$ cat config.mk
export PLATFORM = sky130hd
export DESIGN_NAME = ac97_dmasched
export DESIGN_NICKNAME = d
export VERILOG_FILES = /design/src/rtl/ac97_dmasched.sv
export SDC_FILE = /design/constraint.sdc
export NUM_CORES = 1
export LEC_CHECK = 0
export BUFFER_PORTS_ARGS = -buffer_cell sky130_fd_sc_hd__buf_2
export CORE_MARGIN = 4
export CORE_UTILIZATION = 30
export DETAILED_ROUTE_END_ITERATION = 16
export GPL_TIMING_DRIVEN = 0
export REMOVE_ABC_BUFFERS = 1
export SETUP_SLACK_MARGIN = 0.3
export SYNTH_ARGS = -nofsm -noshare
export SYNTH_HDL_FRONTEND = slang
export SYNTH_SLANG_ARGS = --single-unit
$ cat constraint.sdc
create_clock -name sys_clk -period 4.8 [get_ports sys_clk]
set_clock_uncertainty 0.15 [all_clocks]
set_input_delay 0.72 -clock sys_clk [delete_from_list [all_inputs] [get_ports sys_clk]]
set_output_delay 0.72 -clock sys_clk [all_outputs]
set_load 0.005 [all_outputs]
$ cat src/rtl/ac97_dmasched.sv
// AC97 DMA scheduler: one-word playback/capture buffers sharing one Wishbone master.
module ac97_dmasched (
  input  logic        sys_clk,
  input  logic        sys_rst,

  input  logic        dmar_en,
  input  logic [29:0] dmar_addr,
  input  logic [15:0] dmar_remaining,
  output logic        dmar_next,

  input  logic        dmaw_en,
  input  logic [29:0] dmaw_addr,
  input  logic [15:0] dmaw_remaining,
  output logic        dmaw_next,

  input  logic        down_en,
  input  logic        down_next_frame,
  output logic        down_pcm_valid,
  output logic [19:0] down_pcmleft,
  output logic [19:0] down_pcmright,
  output logic        down_underrun,

  input  logic        up_en,
  input  logic        up_next_frame,
  input  logic        up_frame_valid,
  input  logic        up_pcmleft_valid,
  input  logic [19:0] up_pcmleft,
  input  logic        up_pcmright_valid,
  input  logic [19:0] up_pcmright,
  output logic        up_overrun,

  output logic [31:0] wbm_adr_o,
  output logic [2:0]  wbm_cti_o,
  output logic        wbm_we_o,
  output logic        wbm_cyc_o,
  output logic        wbm_stb_o,
  output logic [3:0]  wbm_sel_o,
  output logic [31:0] wbm_dat_o,
  input  logic [31:0] wbm_dat_i,
  input  logic        wbm_ack_i
);

  typedef enum logic [1:0] {StIdle, StRead, StWrite} state_e;

  state_e      state_q, state_d;
  logic        last_write_q, last_write_d;
  logic        cyc_q, cyc_d;
  logic        we_q, we_d;
  logic [31:0] adr_q, adr_d;

  logic [31:0] dbuf_q;
  logic        dbuf_valid_q;
  logic [31:0] ubuf_q;
  logic        ubuf_valid_q;

  logic read_pend, write_pend, read_ack, write_ack;
  logic down_frame, up_capture, up_enabled, ubuf_free;
  logic unused_lsbs;

  assign read_pend  = dmar_en & (dmar_remaining != 16'd0) & ~dbuf_valid_q;
  assign write_pend = ubuf_valid_q;
  assign read_ack   = (state_q == StRead) & wbm_ack_i;
  assign write_ack  = (state_q == StWrite) & wbm_ack_i;

  assign down_frame = down_en & down_next_frame;
  assign up_capture = up_en & up_next_frame & up_frame_valid & up_pcmleft_valid &
                      up_pcmright_valid;
  assign up_enabled = dmaw_en & (dmaw_remaining != 16'd0);
  // A write completing this cycle frees the buffer for a simultaneous sample.
  assign ubuf_free  = ~ubuf_valid_q | write_ack;

  // The 4 LSBs of each 20-bit slot carry no sample data.
  assign unused_lsbs = ^{up_pcmleft[3:0], up_pcmright[3:0]};

  assign dmar_next = read_ack;
  assign dmaw_next = write_ack;

  assign wbm_adr_o = adr_q;
  assign wbm_cti_o = 3'b000;
  assign wbm_we_o  = we_q;
  assign wbm_cyc_o = cyc_q;
  assign wbm_stb_o = cyc_q;
  assign wbm_sel_o = 4'b1111;
  assign wbm_dat_o = ubuf_q;

  // Bus FSM state and registered Wishbone request.
  always_ff @(posedge sys_clk or posedge sys_rst) begin
    if (sys_rst) begin
      state_q      <= StIdle;
      last_write_q <= 1'b1;
      cyc_q        <= 1'b0;
      we_q         <= 1'b0;
      adr_q        <= 32'd0;
    end else begin
      state_q      <= state_d;
      last_write_q <= last_write_d;
      cyc_q        <= cyc_d;
      we_q         <= we_d;
      adr_q        <= adr_d;
    end
  end

  // Arbitration: alternate on contention, otherwise serve whichever side is pending.
  always_comb begin
    state_d      = state_q;
    last_write_d = last_write_q;
    cyc_d        = cyc_q;
    we_d         = we_q;
    adr_d        = adr_q;
    unique case (state_q)
      StIdle: begin
        if (read_pend && (!write_pend || last_write_q)) begin
          state_d      = StRead;
          last_write_d = 1'b0;
          cyc_d        = 1'b1;
          we_d         = 1'b0;
          adr_d        = {dmar_addr, 2'b00};
        end else if (write_pend) begin
          state_d      = StWrite;
          last_write_d = 1'b1;
          cyc_d        = 1'b1;
          we_d         = 1'b1;
          adr_d        = {dmaw_addr, 2'b00};
        end
      end
      StRead, StWrite: begin
        if (wbm_ack_i) begin
          state_d = StIdle;
          cyc_d   = 1'b0;
          we_d    = 1'b0;
        end
      end
      default: begin
        state_d = StIdle;
        cyc_d   = 1'b0;
        we_d    = 1'b0;
      end
    endcase
  end

  // Playback word buffer: filled by a read ack, drained by a frame or by disabling DMA.
  always_ff @(posedge sys_clk or posedge sys_rst) begin
    if (sys_rst) begin
      dbuf_q       <= 32'd0;
      dbuf_valid_q <= 1'b0;
    end else if (read_ack) begin
      dbuf_q       <= wbm_dat_i;
      dbuf_valid_q <= 1'b1;
    end else if (down_frame && dbuf_valid_q) begin
      dbuf_valid_q <= 1'b0;
    end else if (!dmar_en && state_q != StRead) begin
      dbuf_valid_q <= 1'b0;
    end
  end

  // Downstream slot outputs, updated once per requested frame.
  always_ff @(posedge sys_clk or posedge sys_rst) begin
    if (sys_rst) begin
      down_pcm_valid <= 1'b0;
      down_pcmleft   <= 20'd0;
      down_pcmright  <= 20'd0;
      down_underrun  <= 1'b0;
    end else begin
      down_underrun <= 1'b0;
      if (down_frame) begin
        if (dbuf_valid_q) begin
          down_pcm_valid <= 1'b1;
          down_pcmleft   <= {dbuf_q[31:16], 4'd0};
          down_pcmright  <= {dbuf_q[15:0], 4'd0};
        end else begin
          down_pcm_valid <= 1'b0;
          down_pcmleft   <= 20'd0;
          down_pcmright  <= 20'd0;
          down_underrun  <= dmar_en & (dmar_remaining != 16'd0);
        end
      end
    end
  end

  // Capture word buffer: loaded from a valid received frame, drained by a write ack.
  always_ff @(posedge sys_clk or posedge sys_rst) begin
    if (sys_rst) begin
      ubuf_q       <= 32'd0;
      ubuf_valid_q <= 1'b0;
      up_overrun   <= 1'b0;
    end else begin
      up_overrun <= 1'b0;
      if (up_capture && up_enabled && ubuf_free) begin
        ubuf_q       <= {up_pcmleft[19:4], up_pcmright[19:4]};
        ubuf_valid_q <= 1'b1;
      end else begin
        if (write_ack) ubuf_valid_q <= 1'b0;
        if (up_capture && up_enabled) up_overrun <= 1'b1;
      end
    end
  end

endmodule

# ---- Word-level counts from Yosys, hierarchy flattened
# Cells that the tools add are included.
dict set report totals {
  reg_bits 146
  out_inout_bits 119
  word_cells 73
}
dict set report op_classes {
  eq_ne 5
  mux 24
  n_bitwise 13
  reduce_logical 17
}
# cell count
set ops {}
lappend ops {{two-way mux 32 bit} 2}
lappend ops {{two-way mux 20 bit} 2}
lappend ops {{nonzero test 16 bit} 2}
lappend ops {{two-way mux 1 bit} 14}
lappend ops {{bitwise AND 1 bit} 10}
lappend ops {{two-way mux 2 bit} 3}
lappend ops {{logical AND 1 bit} 5}
lappend ops {{one-hot mux 1 bit (2 select lines)} 2}
lappend ops {{one-hot mux 2 bit (2 select lines)} 1}
lappend ops {{AND reduction 2 bit} 2}
lappend ops {{nonzero test 2 bit} 2}
lappend ops {{inequality test 3 bit (second input constant)} 1}
lappend ops {{nonzero test 3 bit} 1}
lappend ops {{equality test 2 x 1 -> 1 bit (second input constant)} 1}
lappend ops {{equality test 2 bit (second input constant)} 1}
lappend ops {{zero test 1 bit} 2}
lappend ops {{zero test 2 bit} 1}
lappend ops {{inequality test 2 x 1 -> 1 bit (second input constant)} 1}
lappend ops {{inequality test 2 bit (second input constant)} 1}
lappend ops {{NOT 1 bit} 2}
lappend ops {{OR reduction 2 bit} 1}
lappend ops {{logical OR 1 bit} 1}
lappend ops {{bitwise OR 1 bit} 1}

# ---- Logic depth before layout (Yosys ltp)
# Gate-level depths: netlist of the first run.
dict set report logic_depth {
  ltp_word 7
  depth_mapped 7
  depth_no_buf 6
}

# ---- Worst setup path after synthesis of the first run
# Ideal clock, no wire load.
dict set report synth_timing {
  path_type {in2out}
  start {input port wbm_ack_i}
  end {output port dmar_next}
  arrival_ps 1302
  required_ps 3930
  path_slack_ps 2628
  stages 3
  n_path_buf 1
  cell_sequence {nand2_1 > clkbuf_1 > inv_1}
}
dict set report synth_between {
  elab_chain_len 1
}
# element line
set synth_lines {}
lappend synth_lines {{start, declared} 40} ;# input logic wbm_ack_i
lappend synth_lines {{bitwise AND 1 bit} 62} ;# assign read_ack = (state_q == StRead) & wbm_ack_i;
lappend synth_lines {{end, declared} 9} ;# output logic dmar_next,
# No other way between the ends.

# ---- Worst setup path after layout of the first run
dict set report layout_timing {
  start {register state_q[1]}
  end {output port dmar_next}
}
dict set report layout_between {
  elab_chain_len 2
}
# element line
set layout_lines {}
lappend layout_lines {{start, declared} 45} ;# state_e state_q, state_d;
lappend layout_lines {{start signal, assigned} 89} ;# state_q <= StIdle;
lappend layout_lines {{start signal, assigned} 95} ;# state_q <= state_d;
lappend layout_lines {{equality test 2 x 1 -> 1 bit} 62}
lappend layout_lines {{bitwise AND 1 bit} 62}
# No other way between the ends.

==> results of run 1 <==
## area by class of cell
cell class              count  share of cell area
clock buffers              18             0.05447
clock inverters            14             0.01906
inverters                   6            0.003494
multi-input cells         311              0.2724
flip-flops and latches    135              0.4289
well taps                 260             0.04129
repair buffers            272              0.1804
## sequential cells by signal, summed over array words and instances, names as in the netlist, 2 cells and up
name / count
dbuf_q: 32
down_pcmleft: 16
down_pcmright: 16
state_q: 2
wbm_adr_o: 30
wbm_dat_o: 32
## how the worst min path moves through the flow
stage | from | end | slack, ps
floorplan | down_pcmleft[10] | down_pcmleft[10] | 320
global placement | down_pcmright[16] | down_pcmright[16] | 310
detailed placement | down_pcmleft[14] | down_pcmleft[14] | 310
CTS | sys_rst | wbm_adr_o[2] | 220
global route | sys_rst | wbm_adr_o[2] | 250
finish | sys_rst | wbm_adr_o[2] | 210
## synth_stat cells, types with 2 or more instances
| cell type | number | area (µm²) |
|---|---|---|
| a21oi_1 | 2 | 10.01 |
| clkbuf_1 | 10 | 37.54 |
| mux2_1 | 30 | 337.8 |
| nor4_1 | 4 | 25.02 |
| nor4_4 | 4 | 85.08 |
| o21ai_0 | 32 | 160.2 |
| buf_12 | 3 | 60.06 |
| o21ai_1 | 31 | 155.2 |
| nand3_1 | 2 | 10.01 |
| nand2_1 | 101 | 379.1 |
| buf_4 | 18 | 135.1 |
| mux2_2 | 35 | 394.1 |
| mux2i_1 | 30 | 300.3 |
| dfrtp_1 | 134 | 3353 |
| ha_1 | 3 | 37.54 |
| nor2b_1 | 3 | 18.77 |
| buf_2 | 10 | 50.05 |
| buf_1 | 3 | 11.26 |
| inv_1 | 5 | 18.77 |
| nand4_1 | 2 | 12.51 |
| conb_1 | 2 | 7.510 |
| nor2_1 | 4 | 15.01 |
## critical path, delay by kind of cell, from the launching register on
family	cells	cell delay, ps
buf+inv	3	310
flops	1	420
fa+ha+maj	1	220
simple gates	1	630
## per-stage QoR
stage / util / setup WS, ps / power [µW] / instance area (µm²)
floorplan: - / 320.5 / 2477 / 5530
global placement: 0.3825 / -1517 / 2999 / 7202
detailed placement: 0.3876 / 1811 / 3062 / 7300
CTS: 0.4184 / 1799 / 4366 / 7879
global route: 0.4184 / 1657 / 4615 / 7879
finish: 0.4184 / 1931 / 4271 / 7879
## power by group
group,switching (µW),internal (µW),total (µW)
combinational,574,625,1200
clock,499,769,1270
sequential,239,1570,1810
## routing by layer
| metal | vias up | GRT usage |
|---|---|---|
| met4 | 0 | 0.04092 |
| li1 | 2125 | - |
| met2 | 175 | 0.2153 |
| met5 | - | 0 |
| met1 | 1917 | 0.1715 |
| met3 | 15 | 0.04687 |
## kinds of logic (layout without fill, tap and decap cells)
| logic type | after synthesis | in the layout |
|---|---|---|
| compound gates | 71 | 71 |
| buf+inv | 50 | 310 |
| other cells | 2 | 17 |
| flops | 135 | 135 |
| mux | 95 | 95 |
| simple gates | 125 | 125 |
| fa+ha+maj | 3 | 3 |
==> flow_summary.json, run 1 <==
{
  "die_area_um2": 21510,
  "synth_fa_ha_area_frac": 0.006508,
  "layoutNonFillerInstCount": 1016,
  "wl_met1_um": 6073,
  "drtIter0Drc": 124,
  "firstDrtPassIters": 4,
  "routed_wl_um": 14200,
  "cp-startpoint": "state_q[1]",
  "yosysSeqAreaShare": 0.5859,
  "io-pin-count": 295,
  "r2r-start": "dbuf_valid_q",
  "ys_types": 35,
  "clockBufferDepth": 2,
  "initial_core_util": 0.3063,
  "synth_ff_type": "dfrtp_1",
  "die_width_um": 146.7,
  "worst_pin_slew_ps": 1235,
  "synth_area_um2": 5768,
  "vias_per_cell": 4.165,
  "postCtsHoldBufs": 0,
  "post_drt_wl_per_cell_um": 13.97,
  "ant_nets": 0,
  "clock-root-buffer": "clkbuf_16",
  "wl_met2_um": 6753,
  "maxSlewHeadroom": 0.1735,
  "grt_max_degree": 81,
  "clkTransAtPathRegs_ps": 60,
  "routed.top_layer": "met4",
  "core_area_um2": 18830,
  "dp.cells": 984,
  "numCtsBuffers": 17,
  "layout_common_cells": "buf_2, dfrtp_1, nand2_1",
  "cp-endpoint": "dmar_next",
  "seqCellArea_um2": 3379,
  "grt_pass1_wl_um": 23110,
  "ff2ff_setup_slack_ps": 1970,
  "synth_compound_area_frac": 0.07050,
  "crit_top_cell": "inv_1",
  "cts_sinks": 135,
  "cp-end-kind": "output port",
  "final_common_cell": "buf_2",
  "yosys_register_bits": 135,
  "fillers": 1805,
  "met3_length_um": 1186,
  "critical_path_class": "reg2out",
  "tns_ps": 0,
  "syn_area_per_cell_um2": 11.99,
  "cp.required_ps": 3930,
  "numPortBuffers": 269,
  "synthCells": 481,
  "synthSimpleGateAreaFrac": 0.1020,
  "drc": 0,
  "cp_max_fo": 34,
  "cts_setup_buffers": 0,
  "diodes": 0,
  "cts_tree": "built",
  "reg2reg_depth": 6,
  "r2r_end": "wbm_adr_o[30]",
  "worstPathArrival_ps": 2000,
  "multi_input_area_um2": 2146,
  "period_needed_ps": 2869,
  "routed-via-count": 4232,
  "max_freq_mhz": 348.5,
  "start_kind": "flip-flop",
  "grt_pass1_vias": 4349,
  "place.gp.congestion": 0.7510,
  "h-tree-depth": 4,
  "muxShareOfSynthArea": 0.1790,
  "slowest_delay_ps": 630,
  "whs_ps": 210.8,
  "synth_warnings": 0,
  "cp_cell_sequence": "inv_1, ha_1, nand2_2, inv_1, buf_2",
  "die_h_um": 146.7,
  "p_per_area_nw_per_um2": 542.1,
  "cp_slowest_cell": "nand2_2",
  "layout-drive-gt1-share": 0.4669,
  "insertion_delay_ps": 400,
  "cap_violations": 0,
  "period_share": 0.5977,
  "post_cts_resized": 0,
  "finalHoldViolCount": 0,
  "synth_edf_count": 0,
  "nNetsFinal": 922,
  "rows": 50,
  "synth_top_family_by_area": "multiplexers",
  "synthArstFlopShare": 1.000,
  "grt_antenna_before_repair": 0,
  "rsz0062_at_grt": "false",
  "hp-class": "in2async",
  "gr-usage-all-layers": 0.1343,
  "drv_slew": 0,
  "gr-total-overflow": 0,
  "status": "complete, no violations",
  "area_growth_pct": 36.59,
  "p_leak_uw": 0.004113,
  "ir_worst_vdd_mv": 0.2697,
  "dp_hpwl_um": 10450,
  "finalSetupViolCount": 0,
  "synth_xor_area_frac": 0
}
Note: power is estimated with default switching activity, not from simulation.
==> run 2: changes to the inputs <==
==> constraint.sdc (replaced) <==
create_clock -name sys_clk -period 2.5 [get_ports sys_clk]
set_clock_uncertainty 0.15 [all_clocks]
set_input_delay 0.375 -clock sys_clk [delete_from_list [all_inputs] [get_ports sys_clk]]
set_output_delay 0.375 -clock sys_clk [all_outputs]
set_load 0.005 [all_outputs]
==> run 2 against run 1 <==
  * Core utilization increased by 1.0 points
  * Flip-flop and latch count unchanged
  * Clock power increased by 93%
  * First-iteration DRC count increased by 17%
  * Critical path depth increased by 2
  * Global-route usage increased by 0.75 points
  * Sequential power increased by 92%
  * Via count increased by 3.2%
  * Cell count increased by 1.2%
  * Total power increased by 98%
  * Largest cell class unchanged
==> flow_summary.json, run 2 (synthesis gave the netlist of run 1 again) <==
{
  "critical_path_class": "reg2reg",
  "die_width_um": 146.7,
  "clockBufferDepth": 2,
  "p_per_area_nw_per_um2": 1048,
  "status": "complete, no violations",
  "combPwrFrac": 0.301,
  "routed-via-count": 4366,
  "period_needed_ps": 2085,
  "dp_hpwl_um": 10450,
  "cp_max_fo": 19,
  "layout_common_cells": "buf_2, dfrtp_1, nand2_1",
  "ir_worst_vdd_mv": 0.4826,
  "start_kind": "flip-flop",
  "min_to": "wbm_dat_o[9]",
  "rsz0062_at_grt": "true",
  "power.share.sequential": 0.410,
  "numPortBuffers": 269,
  "max_freq_mhz": 479.7,
  "h-tree-depth": 4,
  "cap_violations": 0,
  "cp-startpoint": "dbuf_valid_q",
  "maxSlewHeadroom": 0.5342,
  "tns_ps": 0,
  "r2r_end": "wbm_adr_o[9]",
  "die_h_um": 146.7,
  "initial_core_util": 0.3063,
  "final_core_util": 0.4287,
  "die_area_um2": 21510,
  "intPower_uw": 5788,
  "grt_pass1_wl_um": 24240,
  "routed_wl_um": 15410,
  "layout-drive-gt1-share": 0.4766,
  "fillers": 1790,
  "setup_slack_ps": 415.4,
  "area_growth_pct": 39.96,
  "drtIter0Drc": 145,
  "diodes": 0,
  "finalHoldViolCount": 0,
  "vias_per_cell": 4.247,
  "grt_pass1_vias": 4433,
  "hold_depth": 2,
  "worst_pin_slew_ps": 696.1,
  "io-pin-count": 295,
  "grt_antenna_before_repair": 0,
  "worstHoldStart": "up_pcmright[13]",
  "period_share": 0.8338,
  "dp_slack_ps": -489.2,
  "numCtsBuffers": 17,
  "cts_sinks": 135,
  "place.gp.congestion": 0.7510,
  "switching_share": 0.3159,
  "cp-end-kind": "flip-flop",
  "multi_input_area_um2": 2241,
  "clkTransAtPathRegs_ps": 60,
  "power.share.clock": 0.290,
  "total_power_uw": 8461,
  "ff2ff_setup_slack_ps": 420,
  "cts_tree": "built",
  "drv_slew": 0,
  "p_leak_uw": 0.004181,
  "hp-class": "in2reg",
  "nNetsFinal": 934,
  "final_common_cell": "buf_2",
  "gr-usage-all-layers": 0.1418,
  "seqCellArea_um2": 3383,
  "p_switching_uw": 2673,
  "r2r-start": "dbuf_valid_q",
  "ant_nets": 0,
  "insertion_delay_ps": 400,
  "reg2reg_depth": 7,
  "finalSetupViolCount": 0,
  "clock-root-buffer": "clkbuf_16",
  "cp.required_ps": 2640,
  "drc": 0,
  "firstDrtPassIters": 4,
  "worstPathArrival_ps": 2230,
  "grt_max_degree": 81,
  "post_drt_wl_per_cell_um": 14.99,
  "gr-total-overflow": 0,
  "rows": 50,
  "core_area_um2": 18830
}
[run 2: metrics by stage]
step	instances	hold slack (ps)	instance area, µm²
floorplan	452	323.3	5530
global placement	981	305.3	7202
detailed placement	984	314.5	7300
CTS	1026	5.046	8030
global route	1028	5.415	8073
finish	1028	27.79	8073
[run 2: how the worst max path moves through the flow]
stage / cells past startpoint / endpoint / slack [ps]
floorplan: 1 / dbuf_q[0] / -1630
global placement: 2 / wbm_dat_o[16] / -3470
detailed placement: 6 / wbm_adr_o[2] / -490
CTS: 7 / wbm_adr_o[9] / 290
global route: 6 / wbm_dat_o[1] / 270
finish: 7 / wbm_adr_o[9] / 420
[run 2: power by group through the flow]
stage	Sequential (µW)	Clock (µW)	Combinational, µW
after floorplan	3500	0	1260
after global placement	3490	0	2270
after detailed placement	3510	0	2370
after CTS	3510	2530	2530
after global routing	3600	2630	2870
final	3470	2450	2540
[run 2: worst max-delay path, stage by stage, from the launching register on]
cell and delay (ps):
dfrtp_4 600, nand2b_4 210, a41oi_4 300, buf_4 190
o21ai_4 80, buf_12 150, mux2i_1 210, o21ai_1 80
[run 2: final cells by class]
| type | instances | area share |
|---|---|---|
| tap | 260 | 0.04030 |
| timing repair buffer | 280 | 0.1878 |
| multi-input combinational | 315 | 0.2776 |
| clock buffer | 18 | 0.05316 |
| clock inverter | 14 | 0.01860 |
| inverter | 6 | 0.003410 |
| sequential | 135 | 0.4191 |
[run 2: per-layer routing]
| layer | share of wire | up-vias | GRT usage |
|---|---|---|---|
| met3 | 0.083 | 13 | 0.04687 |
| li1 | - | 2161 | - |
| met5 | 0 | - | 0 |
| met2 | 0.47 | 181 | 0.2286 |
| met1 | 0.43 | 2011 | 0.1826 |
| met4 | 0.011 | 0 | 0.04092 |
[run 2: timing repair]
action	4_1_cts	5_1_grt
buffers inserted	6	1
pin swaps	2	0
hold buffers	1	0
hold endpoints to repair	54	0
endpoints found under the setup margin	67	42
cloned	3	1
gates resized for setup	8	2
